### src/rtl/syzygy_adc_frame_align.sv
// -----------------------------------------------------------------------------
// syzygy_adc_frame_align
//
// Purpose:
//   Frame-clock based word alignment for a SYZYGY ADC ISERDES front end.
//   The parallel frame word is compared against the expected frame pattern.
//   On a mismatch during the search, a single bitslip pulse goes to every
//   ISERDES (frame and data lanes), then the block waits for the deserialisers
//   to settle before it looks again. After enough consecutive matches the
//   block locks and qualifies the data path. Repeated misses while locked
//   drop the lock and restart the search. If every bit position has been
//   tried without success, the search gives up and stays in FAIL.
//
// Ports:
//   clk          in   divided SERDES clock (single clock domain)
//   reset_n      in   asynchronous active-low reset
//   realign      in   single-cycle request to restart alignment
//   frame_word   in   [SER_WIDTH] parallel frame-clock word
//   data_in      in   [CHANNELS*SER_WIDTH] parallel data words, lane 0 in LSBs
//   bitslip      out  bitslip pulse broadcast to all ISERDES
//   data_out     out  [CHANNELS*SER_WIDTH] data_in registered once
//   data_valid   out  data_out is frame-aligned
//   aligned      out  state is LOCKED
//   align_fail   out  search exhausted (sticky until realign/reset)
//   slip_count   out  [8] bitslips issued since the last search start
//   dbg_state    out  [3] current FSM state (SEARCH=0, SLIP=1, SETTLE=2,
//                     LOCKED=3, FAIL=4)
// -----------------------------------------------------------------------------
`timescale 1ns/1ps

module syzygy_adc_frame_align #(
    parameter int          CHANNELS      = 2,
    parameter int          SER_WIDTH     = 8,
    parameter logic [7:0]  FRAME_PATTERN = 8'hF0,
    parameter int          MATCH_COUNT   = 8,
    parameter int          LOSS_COUNT    = 4,
    parameter int          SETTLE        = 4
) (
    input  logic                            clk,
    input  logic                            reset_n,
    input  logic                            realign,
    input  logic [SER_WIDTH-1:0]            frame_word,
    input  logic [CHANNELS*SER_WIDTH-1:0]   data_in,
    output logic                            bitslip,
    output logic [CHANNELS*SER_WIDTH-1:0]   data_out,
    output logic                            data_valid,
    output logic                            aligned,
    output logic                            align_fail,
    output logic [7:0]                      slip_count,
    output logic [2:0]                      dbg_state
);

    typedef enum logic [2:0] {
        ST_SEARCH = 3'd0,
        ST_SLIP   = 3'd1,
        ST_SETTLE = 3'd2,
        ST_LOCKED = 3'd3,
        ST_FAIL   = 3'd4
    } state_t;

    localparam logic [SER_WIDTH-1:0] PATTERN     = FRAME_PATTERN[SER_WIDTH-1:0];
    localparam logic [7:0]           MATCH_LAST  = 8'(MATCH_COUNT - 1);
    localparam logic [7:0]           LOSS_LAST   = 8'(LOSS_COUNT - 1);
    localparam logic [7:0]           SETTLE_LAST = 8'(SETTLE - 1);
    // Once every bit position of the word has been visited twice, give up.
    localparam logic [7:0]           SLIP_LIMIT  = 8'(2 * SER_WIDTH);

    state_t                          state_q, state_d;
    logic [7:0]                      match_cnt_q, match_cnt_d;
    logic [7:0]                      loss_cnt_q, loss_cnt_d;
    logic [7:0]                      settle_cnt_q, settle_cnt_d;
    logic [7:0]                      slip_cnt_q, slip_cnt_d;
    logic [CHANNELS*SER_WIDTH-1:0]   data_q;

    logic is_match;
    assign is_match = (frame_word == PATTERN);

    // -------------------------------------------------------------------------
    // State and counter registers
    // -------------------------------------------------------------------------
    always_ff @(posedge clk or negedge reset_n) begin
        if (!reset_n) begin
            state_q      <= ST_SEARCH;
            match_cnt_q  <= 8'd0;
            loss_cnt_q   <= 8'd0;
            settle_cnt_q <= 8'd0;
            slip_cnt_q   <= 8'd0;
        end else begin
            state_q      <= state_d;
            match_cnt_q  <= match_cnt_d;
            loss_cnt_q   <= loss_cnt_d;
            settle_cnt_q <= settle_cnt_d;
            slip_cnt_q   <= slip_cnt_d;
        end
    end

    // Data path: one register stage in every state, independent of the FSM.
    always_ff @(posedge clk or negedge reset_n) begin
        if (!reset_n) begin
            data_q <= '0;
        end else begin
            data_q <= data_in;
        end
    end

    // -------------------------------------------------------------------------
    // Next-state logic
    // -------------------------------------------------------------------------
    always_comb begin
        state_d      = state_q;
        match_cnt_d  = match_cnt_q;
        loss_cnt_d   = loss_cnt_q;
        settle_cnt_d = settle_cnt_q;
        slip_cnt_d   = slip_cnt_q;

        if (realign) begin
            // Restart from scratch; any slip/settle in flight is dropped.
            state_d      = ST_SEARCH;
            match_cnt_d  = 8'd0;
            loss_cnt_d   = 8'd0;
            settle_cnt_d = 8'd0;
            slip_cnt_d   = 8'd0;
        end else begin
            case (state_q)
                ST_SEARCH: begin
                    if (is_match) begin
                        if (match_cnt_q == MATCH_LAST) begin
                            state_d     = ST_LOCKED;
                            match_cnt_d = 8'd0;
                        end else begin
                            match_cnt_d = match_cnt_q + 8'd1;
                        end
                    end else begin
                        match_cnt_d = 8'd0;
                        state_d     = (slip_cnt_q == SLIP_LIMIT) ? ST_FAIL : ST_SLIP;
                    end
                end
                ST_SLIP: begin
                    if (slip_cnt_q != 8'hFF) begin
                        slip_cnt_d = slip_cnt_q + 8'd1;
                    end
                    settle_cnt_d = 8'd0;
                    state_d      = ST_SETTLE;
                end
                ST_SETTLE: begin
                    // frame_word is ignored while the ISERDES output settles.
                    if (settle_cnt_q == SETTLE_LAST) begin
                        settle_cnt_d = 8'd0;
                        state_d      = ST_SEARCH;
                    end else begin
                        settle_cnt_d = settle_cnt_q + 8'd1;
                    end
                end
                ST_LOCKED: begin
                    if (is_match) begin
                        loss_cnt_d = 8'd0;
                    end else if (loss_cnt_q == LOSS_LAST) begin
                        state_d     = ST_SEARCH;
                        loss_cnt_d  = 8'd0;
                        match_cnt_d = 8'd0;
                        slip_cnt_d  = 8'd0;
                    end else begin
                        loss_cnt_d = loss_cnt_q + 8'd1;
                    end
                end
                ST_FAIL: begin
                    state_d = ST_FAIL;
                end
                default: begin
                    state_d = ST_SEARCH;
                end
            endcase
        end
    end

    // -------------------------------------------------------------------------
    // Outputs decode straight from the registered state, so reset removes a
    // bitslip pulse immediately and no output depends combinationally on
    // the inputs.
    // -------------------------------------------------------------------------
    assign bitslip    = (state_q == ST_SLIP);
    assign aligned    = (state_q == ST_LOCKED);
    assign data_valid = (state_q == ST_LOCKED);
    assign align_fail = (state_q == ST_FAIL);
    assign slip_count = slip_cnt_q;
    assign data_out   = data_q;
    assign dbg_state  = state_q;

endmodule

### config.mk
export PLATFORM = sky130hd
export DESIGN_NAME = syzygy_adc_frame_align
export DESIGN_NICKNAME = d
export VERILOG_FILES = /design/src/rtl/syzygy_adc_frame_align.sv
export SDC_FILE = /design/constraint.sdc
export NUM_CORES = 1
export LEC_CHECK = 0
export BUFFER_PORTS_ARGS = -buffer_cell sky130_fd_sc_hd__buf_4
export CORE_ASPECT_RATIO = 0.9
export CORE_MARGIN = 2
export CORE_UTILIZATION = 45
export DETAILED_ROUTE_END_ITERATION = 8
export GPL_TIMING_DRIVEN = 0
export MAX_ROUTING_LAYER = met4
export PLACE_DENSITY_LB_ADDON = 0.25
export SYNTH_ARGS = -nofsm -noshare
export SYNTH_HDL_FRONTEND = slang
export SYNTH_SLANG_ARGS = --single-unit
### constraint.sdc
create_clock -name clk -period 6.06 [get_ports clk]
set_clock_uncertainty 0.1 [all_clocks]
set_input_delay 1.212 -clock clk [delete_from_list [all_inputs] [get_ports clk]]
set_output_delay 1.212 -clock clk [all_outputs]
set_load 0.005 [all_outputs]
# Yosys cells after proc, flatten, opt, wreduce, memory -nomap -nowiden

Cells that the tools add are included.

Reductions and logical operators: 8
Equal/unequal tests: 15
$add $sub $neg: 4
Mux-type cells: 24

Operators with widths:

| cell                                                                     | number |
|---|---|
| 8-bit 2-to-1 mux                                                         | 13 |
| 8-bit one-hot mux with 2 select lines                                    | 3 |
| 8-bit by 1-bit adder with 8-bit output (second input constant)           | 4 |
| 3-bit 2-to-1 mux                                                         | 7 |
| 8-bit by 2-bit equality test with 1-bit output (second input constant)   | 2 |
| 3-bit one-hot mux with 5 select lines                                    | 1 |
| 3-bit nonzero test                                                       | 3 |
| 8-bit by 3-bit equality test with 1-bit output (second input constant)   | 1 |
| 8-bit by 5-bit equality test with 1-bit output (second input constant)   | 1 |
| 8-bit equality test (second input constant)                              | 1 |
| 8-bit inequality test (second input constant)                            | 1 |
| 4-bit AND reduction                                                      | 2 |
| 3-bit by 2-bit equality test with 1-bit output (second input constant)   | 2 |
| 3-bit by 2-bit inequality test with 1-bit output (second input constant) | 2 |
| 3-bit inequality test (second input constant)                            | 2 |
| 4-bit inequality test (second input constant)                            | 1 |
| 3-bit by 1-bit equality test with 1-bit output (second input constant)   | 1 |
| 3-bit equality test (second input constant)                              | 1 |
| 3-bit zero test                                                          | 1 |
| 3-bit AND reduction                                                      | 1 |
| 2-bit nonzero test                                                       | 1 |

Input port bits: 27
Output and inout port bits: 31
Word-level logic and storage cells: 57
Bits in registers: 51

# Logic depth before layout (Yosys ltp)

Depth in word-level cells: 5
Gate-level depth with buffers: 7
Gate-level depth less buffers: 6

# Worst setup path after synthesis

OpenSTA, ideal clock, no wires.

Path kind: input port to flip-flop
Start point: in frame_word[1]
End point: reg match_cnt_q[4]
Buffers on the path: 1
Arrival time: 2.850 ns
Library setup time: 0.104 ns
Stages: 5
Required time: 5.856 ns
Path slack: 3.007 ns
Cells stage by stage: nor4_1 nand2_1 or4_1 buf_2 o41ai_2

Cells in the longest elaborated chain, start to end: 4
Elaborated cells on any way between the ends: 6
Those cells by class: 2 x eq/ne; 3 x mux; 1 x reduce/logical

Ends and longest elaborated chain:

| element                               | line | RTL |
|---|---|---|
| from (decl)                           | 42   | `input logic [SER_WIDTH-1:0] frame_word,` |
| 8-bit equality test (*)               | 76   | `assign is_match = (frame_word == PATTERN);` |
| 8-bit 2-to-1 mux                      | 126  | `if (is_match) begin` |
| 8-bit one-hot mux with 2 select lines | 124  | `case (state_q)` |
| 8-bit 2-to-1 mux                      | 116  | `if (realign) begin` |
| to (signal assigned)                  | 90   | `match_cnt_q <= match_cnt_d;` |
| to (decl)                             | 69   | `logic [7:0] match_cnt_q, match_cnt_d;` |

Mark *: on every way between the ends. The rest lies on a longest branch, timed or not.
A chain may end at the register's enable or synchronous reset.

# Worst setup path after layout

Ends and elaborated chain as after synthesis.

==> summary.txt <==
Min path
  • Hold path cells: 1
  • Min-delay worst type: reg2reg
  • Worst hold start: settle_cnt_q[7]
  • Worst hold path endpoint: settle_cnt_q[7]

Worst setup path
  • Worst setup SP type: primary input
  • Reg-to-reg slack, setup: 3.53 ns
  • Crit Reg-Reg Startpoint: loss_cnt_q[0]
  • Req. time, crit path: 6.18 ns
  • Crit path max fanout: 6
  • FF-to-FF path depth: 7
  • Critical path capture point type: flop
  • Crit path arrival time: 3.26 ns
  • Worst flop-to-flop path endpoint: match_cnt_q[4]
  • Critical path class: in2reg

Cells and area
  • Antenna Diode Count: 0
  • Most common cell after layout, fill and taps aside: buf_4
  • Area Growth Syn to Fin: 24.6%
  • Most frequent cells in the layout: buf_4 (58), dfrtp_1 (51), o21ai_0 (35)
  • Nets: 349
  • Design Area, Final: 3070 sq um
  • Filler cells: 458
  • Layout cells sized above 1: 23.0%

Run
  • Max cap viols: 0

Die
  • Horiz. Die Dim: 82.0 um
  • Total core area: 5260 sq um
  • Rows: 25
  • Initial core utilization: 46.9%
  • IO Count: 58
  • Die Area: 6090 sq um
  • Die Height: 74.2 um

Detailed routing
  • WL/cell: 13.9 um
  • Antenna-violating nets left: 0
  • Via count: 2136
  • Wl on met1: 2.50 mm
  • Post-route DRC: 0
  • WL met2: 2.47 mm
  • Met3 routed WL: 286 um
  • DRT iter0 DRCs: 102
  • Final wirelength: 5.34 mm
  • Drt pass-1 iters: 4
  • Max layer used: met4
  • Via density: 5.55

Clock tree
  • Post-CTS repair timing setup buffer count: 0
  • CTS Buf Count: 5
  • CTS hold repair buffers: 0
  • H-tree Lvls: 2
  • CTS tree: yes
  • Worst-Skew Late Latency: 0.32 ns
  • Reg clk slew, reported paths: 0.10 ns
  • CTS Root Cell: clkbuf_8
  • Post-CTS Resized: 0
  • Clock Path Buffers: 2
  • Clock sink count: 51

Power and ir drop
  • Leak: 1.39 nW
  • Peak VDD IR: 188 uV
  • PD cells: 276 nW/um^2

Timing
  • Final hold vios: 0
  • Fmax: 0.318 GHz
  • Setup violators final: 0
  • RSZ-0062 raised after global routing: false
  • TNS Setup: 0 ns
  • Tightest Pin Transition: 0.754 ns
  • Relative slew slack: 49.3%
  • Final worst-path cycle share: 51.9%
  • Slew Limit Fails: 0
  • Min cycle time layout: 3.14 ns

Placement
  • Placed inst area: 2980 sq um
  • Port Buf Inserts: 57
  • Gp weighted congestion: 0.855
  • HPWL Detailed: 3.73 mm

Synthesis
  • Flops & latches, synth: 51
  • Top FF cell, synth: dfrtp_1
  • Syn Nets: 285
  • Post-synth EDFFs: 0
  • Post-synthesis sequential area ratio: 51.8%
  • Synth Cell Area: 2460 sq um
  • Number of synthesis warnings: 0
  • Ys async rst share: 100%
  • Synth unique cells: 45
  • Post-Syn Area per Cell: 9.74 sq um
  • Cells after synthesis: 253

Global route
  • Largest net degree at the start of global routing: 52
  • Total global routing overflow: 0
  • Antenna violations before repair: 0
  • Total track usage: 20.4%
  • Vias in the first global route: 2144
  • First-pass GRT wire length: 9.37 mm

Status
  • Status: completed
[cell families after synthesis]
kind of cell	Yosys count	share of synthesized area (%)
fa+ha+maj	5	2.54
simple gates	105	23.1
mux	1	0.406
xor+xnor	3	1.07
compound gates	70	18.1
buf+inv	18	3.00
flops	51	51.8
[synthesized netlist by cell type, drive strengths merged (2+ instances only)]
master | n | area (sq um)
o21ai | 36 | 180
nor2 | 16 | 60.1
nand2 | 21 | 78.8
nor3 | 13 | 65.1
nand2b | 8 | 50.1
and2 | 6 | 37.5
inv | 8 | 30.0
ha | 5 | 62.6
or4 | 3 | 22.5
nand4 | 4 | 25.0
a31oi | 3 | 18.8
o22ai | 6 | 37.5
o41ai | 2 | 25.0
xnor2 | 2 | 17.5
dfrtp | 51 | 1280
nor2b | 3 | 18.8
a21oi | 7 | 35.0
and3 | 10 | 62.6
nor4 | 2 | 12.5
o211ai | 2 | 15.0
clkbuf | 7 | 26.3
o31ai | 5 | 37.5
nor4bb | 2 | 20.0
nand3 | 9 | 45.0
buf | 3 | 17.5
a22o | 4 | 35.0
[layout make-up]
| cell class | instances | area (sq um) | area share, % |
|---|---|---|---|
| sequential | 51 | 1280 | 41.6 |
| multi-input combinational | 184 | 1110 | 36.3 |
| timing repair buffer | 57 | 428 | 13.9 |
| tap | 67 | 83.8 | 2.73 |
| clock buffer | 5 | 68.8 | 2.24 |
| buffer | 10 | 43.8 | 1.43 |
| inverter | 8 | 30.0 | 0.978 |
| clock inverter | 3 | 25.0 | 0.815 |
[registers in the layout, indices dropped and copies added, names as in the netlist]
name and count:
dbg_state 3, loss_cnt_q 8, settle_cnt_q 8, data_out 16
slip_count 8, match_cnt_q 8
[metrics by stage]
stage	worst slack [ns]	total power [mW]	instances	hold slack [ns]	util, %
after floorplan	3.01	0.541	253	0.352	-
after global placement	2.64	0.637	377	0.379	56.6
after detailed placement	2.56	0.644	377	0.383	56.6
after CTS	2.90	0.855	385	0.399	58.4
after global routing	2.75	0.905	385	0.429	58.4
final	2.92	0.848	385	0.399	58.4
[where the power goes]
group / internal [mW] / total, mW / switching, mW
registers: 0.364 / 0.390 / 0.0256
clock network: 0.0845 / 0.212 / 0.128
logic: 0.108 / 0.246 / 0.137
[critical path: stages]
cell and delay, ns:
buf_4 0.11, nor4_1 0.67, nand2_1 0.31, or4_1 0.57
buf_2 0.18, o41ai_2 0.21
[per-layer routing]
metal  global-route usage, %  up-vias
li1                        -     1044
met1                    25.1     1023
met2                    33.7       61
met3                    3.88        8
met4                    7.04        0
met5                       -        -
[how the worst max path moves through the flow]
stage	from	to	slack (ns)	depth (start not counted)
floorplan	frame_word[1]	match_cnt_q[4]	3.01	5
global placement	frame_word[1]	match_cnt_q[4]	2.64	6
detailed placement	frame_word[1]	match_cnt_q[4]	2.56	6
CTS	frame_word[1]	match_cnt_q[4]	2.90	6
global route	frame_word[1]	match_cnt_q[4]	2.75	6
finish	frame_word[1]	match_cnt_q[4]	2.92	6
Note: power is estimated with default switching activity, not from simulation.
